File: src/rtl/decimator_if.sv
// Valid/ready sample stream carrying W-bit two's-complement fixed-point data.
// The producer drives data/valid and the consumer drives ready.
interface decimator_if #(
    parameter int W = 32
);
    logic signed [W-1:0] data;
    logic                valid;
    logic                ready;

    modport master (output data, output valid, input ready);
    modport slave  (input data, input valid, output ready);
endinterface

File: src/rtl/decimator.sv
// Decimate-by-M stream stage with a single output register and valid/ready flow control.
// Define DECIMATOR_AVG_EN to emit the floor-average of each M-sample group instead of its first sample.
module decimator #(
    parameter int W      = 32,
    parameter int W_FRAC = 16,
    parameter int M      = 4
) (
    input  logic        clk,
    input  logic        reset,
    decimator_if.slave  x,
    decimator_if.master y
);
    localparam int LOG2M = $clog2(M);
    localparam logic [LOG2M-1:0] LAST_PHASE = LOG2M'(M - 1);

    generate
        if (M < 2 || M > 16 || (M & (M - 1)) != 0) begin : g_bad_m
            $error("decimator: M must be a power of two in 2..16");
        end
        if (W_FRAC < 0 || W_FRAC >= W) begin : g_bad_frac
            $error("decimator: W_FRAC must lie in 0..W-1");
        end
    endgenerate

    logic [LOG2M-1:0]    phase_p0;
    logic signed [W-1:0] data_p1;
    logic                vld_p1;
    logic                accept;
    logic                emit;
    logic signed [W-1:0] result;

    // The output register refills only when empty or draining this cycle, so a stall freezes everything upstream.
    assign x.ready = !vld_p1 || y.ready;
    assign accept  = x.valid && x.ready;
    assign y.data  = data_p1;
    assign y.valid = vld_p1;

`ifdef DECIMATOR_AVG_EN
    localparam int ACC_W = W + LOG2M;

    logic signed [ACC_W-1:0] acc_p0;
    logic signed [ACC_W-1:0] sum;

    // Arithmetic shift divides by M rounding toward minus infinity; the group mean always fits in W bits.
    function automatic logic signed [W-1:0] floor_avg(input logic signed [ACC_W-1:0] s);
        return W'(s >>> LOG2M);
    endfunction

    always_comb begin
        sum = {{LOG2M{x.data[W-1]}}, x.data};
        if (phase_p0 != '0) begin
            sum = acc_p0 + {{LOG2M{x.data[W-1]}}, x.data};
        end
    end

    assign emit   = (phase_p0 == LAST_PHASE);
    assign result = floor_avg(sum);

    always_ff @(posedge clk or posedge reset) begin
        if (reset) begin
            acc_p0 <= '0;
        end else if (accept) begin
            acc_p0 <= sum;
        end
    end
`else
    assign emit   = (phase_p0 == '0);
    assign result = x.data;
`endif

    // stage p0 -> p1: phase advance and output register load
    always_ff @(posedge clk or posedge reset) begin
        if (reset) begin
            phase_p0 <= '0;
            vld_p1   <= 1'b0;
            data_p1  <= '0;
        end else begin
            if (accept) begin
                phase_p0 <= phase_p0 + LOG2M'(1);
            end
            if (accept && emit) begin
                vld_p1  <= 1'b1;
                data_p1 <= result;
            end else if (y.ready) begin
                vld_p1 <= 1'b0;
            end
        end
    end
endmodule

File: src/flat_wrapper.sv
// flat-port wrapper written by rule: the top's interface ports become plain ports
module decimator_flat 
#(
    parameter int W      = 32,
    parameter int W_FRAC = 16,
    parameter int M      = 4
)
  (clk, reset, x_data, x_valid, x_ready, y_data, y_valid, y_ready);
  decimator_if #(.W(W)) x_i ();
  decimator_if #(.W(W)) y_i ();
  input  logic clk;
  input  logic reset;
  input wire logic [$bits(x_i.data)-1:0] x_data;
  input wire logic [$bits(x_i.valid)-1:0] x_valid;
  output wire logic [$bits(x_i.ready)-1:0] x_ready;
  output wire logic [$bits(y_i.data)-1:0] y_data;
  output wire logic [$bits(y_i.valid)-1:0] y_valid;
  input wire logic [$bits(y_i.ready)-1:0] y_ready;
  assign x_i.data = x_data;
  assign x_i.valid = x_valid;
  assign x_ready = x_i.ready;
  assign y_data = y_i.data;
  assign y_valid = y_i.valid;
  assign y_i.ready = y_ready;
  decimator #(.W(W), .W_FRAC(W_FRAC), .M(M)) u_core (.clk(clk), .reset(reset), .x(x_i), .y(y_i));
endmodule
File: config.mk
export PLATFORM = sky130hd
export DESIGN_NAME = decimator_flat
export DESIGN_NICKNAME = d
export VERILOG_FILES = /design/src/rtl/decimator_if.sv /design/src/rtl/decimator.sv /design/src/flat_wrapper.sv
export SDC_FILE = /design/constraint.sdc
export NUM_CORES = 1
export LEC_CHECK = 0
export ABC_AREA = 1
export BUFFER_PORTS_ARGS = -buffer_cell sky130_fd_sc_hd__clkbuf_2
export CAP_MARGIN = 5
export CORE_UTILIZATION = 40
export DETAILED_ROUTE_END_ITERATION = 16
export HOLD_SLACK_MARGIN = 0.1
export PLACE_DENSITY_LB_ADDON = 0.08
export SLEW_MARGIN = 20
export SYNTH_ARGS = -nofsm -noshare
export SYNTH_HDL_FRONTEND = slang
export SYNTH_SLANG_ARGS = --single-unit
File: constraint.sdc
create_clock -name clk -period 2.8 [get_ports clk]
set_input_delay 0.42 -clock clk [delete_from_list [all_inputs] [get_ports clk]]
set_output_delay 0.42 -clock clk [all_outputs]
set_load 0.05 [all_outputs]
==> results of run 1 <==
layout make-up:
class	count	area, um2
Fill cell	340	1540
Timing Repair Buffer	71	360
Multi-Input combinational cell	107	512
Sequential cell	35	876
Clock buffer	8	100
Inverter	5	18.8
Tap cell	46	57.6
kinds of logic (layout without fill, tap and decap cells):
group	count (synthesis)	count (layout)	synth area share [%]
and+or+nand+nor	106	106	33.3
buffers and inverters	19	84	7.35
adders and majority gates	1	1	0.835
DFF	35	35	58.5
state kept, by name, indices dropped and copies added, names as in the netlist:
| register | flops |
|---|---|
| u_core.y.data | 32 |
| u_core.phase_p0 | 2 |
| u_core.y.valid | 1 |
worst paths after layout:
kind,cells after the start,endpoint,startpoint
min in group clk,3,u_core.y.data[12],x_data[12]
worst min-delay path,3,u_core.y.data[27],reset
worst max register to register,4,u_core.y.data[19],u_core.y.valid
max in group asynchronous,3,u_core.y.data[20],reset
worst min register to register,2,u_core.y.data[12],u_core.y.data[12]
worst max-delay path,2,x_ready,u_core.y.valid
cells in the mapped netlist (all sizes together):
library cell  count  share of area [%]
nand2            73                 19
inv               5                1.3
nand3             1                1.2
ha                1               0.84
buf              14                6.1
nand4            32                 13
dfrtp            35                 58
routing by layer:
| metal | vias to the layer above | wire length, um | global-route usage [%] |
|---|---|---|---|
| met5 | - | 0 | 0 |
| met4 | 0 | 23 | 6.82 |
| li1 | 662 | - | - |
| met1 | 608 | 1450 | 20.4 |
| met3 | 4 | 181 | 4.71 |
| met2 | 42 | 1650 | 28.5 |
worst max-delay path, delay by kind of cell, from the launching register on:
family,cells,cell delay [ns]
flops,1,0.41
simple gates,1,0.32
buf+inv,1,0.35
report_power, final:
group / switching, mW / total (mW) / leakage, nW / internal (mW)
logic: 1.24 / 1.56 / 0.640 / 0.323
registers: 0.130 / 0.874 / 0.435 / 0.744
clock network: 0.162 / 0.386 / 0.0515 / 0.224
through the flow:
stage / std cells / worst slack, ns
2_1_floorplan: 161 / 1.27
3_3_place_gp: 264 / 1.05
3_5_place_dp: 264 / 0.981
4_1_cts: 272 / 0.983
5_1_grt: 272 / 0.945
6_report: 272 / 1.01
==> metrics.md, run 1 <==
| Metric | Value |
|---|---|
| Cells along the critical path | `nand2_4, clkbuf_2` |
| Min Tclk post-route | `1.79 ns` |
| Via count | `approximately 1300` |
| Row count | `21` |
| Resized cells post-CTS | `0` |
| VDD IR max | `about 0.63 mV` |
| Drt pass-1 iters | `4` |
| Worst Skew | `about 0.0027 ns` |
| Leak | `1.13 nW` |
| Synth Area per Inst | `9.30 um2` |
| Sink Count | `35` |
| First-pass GRT wire length | `5210 um` |
| Least-Margin Pin Slew | `a little over 0.7 ns` |
| Number of synthesized register bits | `35` |
| Clock slew at reported path FFs | `about 0.060 ns` |
| Status | `finished, final reports clean` |
| Syn_nets | `around 200` |
| Flop-to-flop setup slack | `1.32 ns` |
| DRC | `0` |
| Commonest non-fill, non-tap cell in the layout | `nand2_1` |
| Unrepaired setup endpoints after global routing | `no` |
| Ys Warns | `0` |
| Slew Viols, Final | `0` |
| Crit end category | `output pin` |
| Design area | `1920 um2` |
| WL final | `around 3300 um` |
| Die height | `roughly 63 um` |
| Hold_ws | `approximately 0.21 ns` |
| PwrDens | `1460 nW/um2` |
| Tcrit/Tclk final | `between 60% and 70%` |
| Starting density of the core | `approximately 43%` |
| I/O pins | `70` |
| Largest stage delay, worst path | `~0.41 ns` |
| Slowest library cell on the worst path | `dfrtp_1` |
| Seq/Total Area, Yosys | `about three fifths` |
| Area delta synth->final | `28.5%` |
| Vias in the first global route | `approximately 1200` |
| Die span in x | `between 60 and 70 um` |
| Clock latency on the worst-skew pair | `around 0.27 ns` |
| WP data required | `approximately 2.4 ns` |
| Hold_buf cts | `0` |
| Crit path arrival time | `around 1.4 ns` |
| Startpoint Class | `flop` |
| Total power | `2.82 mW` |
| Grt ovf | `0` |
| Clock root buffer | `clkbuf_8` |
| Initial antenna violation count | `0` |
| Fin Setup TNS | `0 ns` |
| Slew HR | `52.2%` |
| Post-Syn Area | `1500 um2` |
| CTS tree | `yes` |
| Vias/cell | `between 4 and 5` |
| Clock H-tree levels | `2` |
| Final Hold Fails | `0` |
| Setup repair bufs after CTS | `0` |
| Final Setup Violations | `0` |
| Die area | `3990 um2` |
| Port Buf Inserts | `69` |
| Final core occ | `between 50% and 60%` |
| Final Net Count | `between 200 and 300` |
| CTS max path bufs | `2` |
| Synth cell types | `10` |
| Pin count of the biggest net entering global routing | `37` |
| DR iter-0 viols | `between 70 and 80` |
| Post-Synthesis Cells | `roughly 160` |
| Antenna Diode Count | `0` |
| Crit path kind | `flop to output pin` |
| Fmax | `about 560 MHz` |
| Core area | `around 3500 um2` |
| HPWL after DPL | `between 2000 and 2500 um` |
| Detail Route Antenna Nets | `0` |
| DP Area | `1820 um2` |
| Wire per inst | `~12 um` |
| Gp weighted congestion | `about 0.7` |
| Min-delay worst type | `primary input to async pin` |
| MaxCap Viol Count | `0` |
| CP Max Fanout | `36` |
| Most frequent cells in the layout | `72 x nand2_1, 69 x clkbuf_2, 35 x dfrtp_1` |
| Layout cell share with drive strength beyond 1 | `between 30% and 40%` |
| Tot GR Track Use | `between 10% and 20%` |
| Total CTS buffers | `5` |
Note: power is estimated with default switching activity, not from simulation.
==> run 2, diff against run 1 <==
==> constraint.sdc (replaced) <==
create_clock -name clk -period 1.8 [get_ports clk]
set_input_delay 0.27 -clock clk [delete_from_list [all_inputs] [get_ports clk]]
set_output_delay 0.27 -clock clk [all_outputs]
set_load 0.05 [all_outputs]
==> metrics.md, run 2 (synthesis results as in run 1) <==
| Metric | Value |
|---|---|
| Startpoint Class | `flop (unchanged)` |
| Unrepaired setup endpoints after global routing | `no (unchanged)` |
| Gp weighted congestion | `0.689 (was 0.699)` |
| Inst Count DP | `267 (was 264)` |
| Most frequent cells in the layout | `72 x nand2_1, 69 x clkbuf_2, 35 x dfrtp_1 (unchanged)` |
| Leak | `1.14 nW (was 1.13 nW)` |
| DR iter-0 viols | `62 (was 71)` |
| CTS max path bufs | `2 (unchanged)` |
| Fin Setup TNS | `0 ns (unchanged)` |
| VDD IR max | `0.934 mV (was 0.626 mV)` |
| Total power | `4.38 mW (was 2.82 mW)` |
| Least-Margin Pin Slew | `0.430 ns (was 0.717 ns)` |
| Die height | `63.2 um (unchanged)` |
| Die span in x | `63.2 um (unchanged)` |
| Port Buf Inserts | `69 (unchanged)` |
| Hold_ws | `0.228 ns (was 0.206 ns)` |
| FILL cells | `345 (was 340)` |
| Clock H-tree levels | `2 (unchanged)` |
| Worst Skew | `0.00337 ns (was 0.00265 ns)` |
| Crit path arrival time | `1.31 ns (was 1.37 ns)` |
| I/O pins | `70 (unchanged)` |
| Slew Viols, Final | `0 (unchanged)` |
| Clock root buffer | `clkbuf_8 (unchanged)` |
| Via count | `1341 (was 1316)` |
| Row count | `21 (unchanged)` |
| WL final | `3430 um (was 3310 um)` |
| HPWL after DPL | `2350 um (was 2150 um)` |
| Sink Count | `35 (unchanged)` |
| Core area | `3470 um2 (unchanged)` |
| Clk pwr share | `12.5% (was 13.7%)` |
| Final Hold Fails | `0 (unchanged)` |
| Status | `finished, final reports clean (unchanged)` |
| Vias/cell | `4.88 (was 4.84)` |
| Switching part of the total | `54.6% (was 54.2%)` |
| Largest register FFs | `32 (unchanged)` |
| Final Net Count | `266 (was 262)` |
| Reg power frac | `31.1% (was 31.0%)` |
| Pin count of the biggest net entering global routing | `36 (was 37)` |
| Detail Route Antenna Nets | `0 (unchanged)` |
| Net load switching power | `2.40 mW (was 1.53 mW)` |
| PwrDens | `2250 nW/um2 (was 1460 nW/um2)` |
| First-pass GRT wire length | `5940 um (was 5210 um)` |
| P_int | `1.99 mW (was 1.29 mW)` |
| Clock slew at reported path FFs | `0.06 ns (about the same)` |
| Min-delay worst type | `primary input to flop (was primary input to async pin)` |
| Drt pass-1 iters | `4 (unchanged)` |
| Die area | `3990 um2 (unchanged)` |
| Tcrit/Tclk final | `approximately 88%` |
| Initial antenna violation count | `0 (unchanged)` |
| Starting density of the core | `43.2% (unchanged)` |
| Crit end category | `output pin (unchanged)` |
| Fin cells | `275 (was 272)` |
| Grt ovf | `0 (unchanged)` |
| Slew HR | `71.3% (was 52.2%)` |
| Commonest non-fill, non-tap cell in the layout | `nand2_1 (unchanged)` |
| Antenna Diode Count | `0 (unchanged)` |
| Crit path kind | `flop to output pin (unchanged)` |
| DRC | `0 (unchanged)` |
| Flop-to-flop setup slack | `0.38 ns (was 1.32 ns)` |
| CTS tree | `yes (unchanged)` |
| Vias in the first global route | `1292 (was 1173)` |
| Fmax | `634 MHz` |
| Total CTS buffers | `5 (unchanged)` |
| Final Setup Violations | `0 (unchanged)` |
| CP Max Fanout | `28 (was 36)` |
| WP data required | `1.53 ns (was 2.38 ns)` |
| Tot GR Track Use | `19.2% (was 16.9%)` |
| Wire per inst | `12.5 um (was 12.2 um)` |
| Area delta synth->final | `29.8% (was 28.5%)` |
| MaxCap Viol Count | `0 (unchanged)` |
| Combinational share of power | `56.4% (was 55.3%)` |
| Layout cell share with drive strength beyond 1 | `36.2% (was 35.4%)` |
| Min Tclk post-route | `1.58 ns` |
| Clock latency on the worst-skew pair | `0.27 ns (about the same)` |
## run 2: cell count changes in the layout (fill, tap and decap cells not counted)
cell / before / now
buf_4: 2 / 5
dlygate4sd3_1: 0 / 1
clkinv_2: 0 / 1
clkbuf_8: 7 / 6
clkbuf_1: 1 / 0
## run 2: per-stage QoR
step	cell area (um2)	util, %	setup slack, ns
2_1_floorplan	1500	-	0.422
3_3_place_gp	1850	53.2	0.454
3_5_place_dp	1850	53.2	0.382
4_1_cts	1940	56.1	0.207
5_1_grt	1940	56.1	0.150
6_report	1940	56.1	0.223
## run 2: cell type report
| class | count | area [um2] | area share (%) |
|---|---|---|---|
| clock buffers | 6 | 82.6 | 4.25 |
| flip-flops and latches | 35 | 876 | 45.0 |
| repair buffers | 75 | 393 | 20.2 |
| well taps | 46 | 57.6 | 2.96 |
| inverters | 5 | 18.8 | 0.965 |
| multi-input cells | 107 | 512 | 26.3 |
| clock inverters | 1 | 5.00 | 0.257 |
## run 2: routing by layer
metal	up-vias	GRT usage, %	wire length (um)
met5	-	0	0
met4	0	7.67	40
met3	5	5.07	184
met2	38	31.2	1670
met1	628	24.4	1540
li1	670	-	-
## run 2: what timing repair did
| action | in CTS | in global routing |
|---|---|---|
| hold buffers | 1 | 0 |
| setup buffers | 0 | 0 |
| hold endpoints to repair | 35 | 0 |
| gates resized for setup | 0 | 0 |
## run 2: final timing paths
check | from | to | cells past startpoint
min reg2reg | u_core.y.data[31] | u_core.y.data[31] | 2
max in group asynchronous | reset | u_core.y.data[1] | 4
max | u_core.y.valid | x_ready | 2
min in group asynchronous | reset | u_core.y.data[11] | 4
max reg2reg | u_core.y.valid | u_core.y.data[29] | 4
min | x_data[0] | u_core.y.data[0] | 3
## run 2: critical path, cell delays in order, from the launching register on
cell	delay [ns]
dfrtp_1	0.41
nand2_4	0.27
clkbuf_2	0.35
## run 2: power groups by stage
stage	clock [mW]	sequential, mW	combinational, mW
finish	0.550	1.36	2.47
global route	0.611	1.41	2.66
CTS	0.575	1.37	2.50
detailed placement	0	1.38	2.50
global placement	0	1.36	2.45
floorplan	0	2.58	0.726
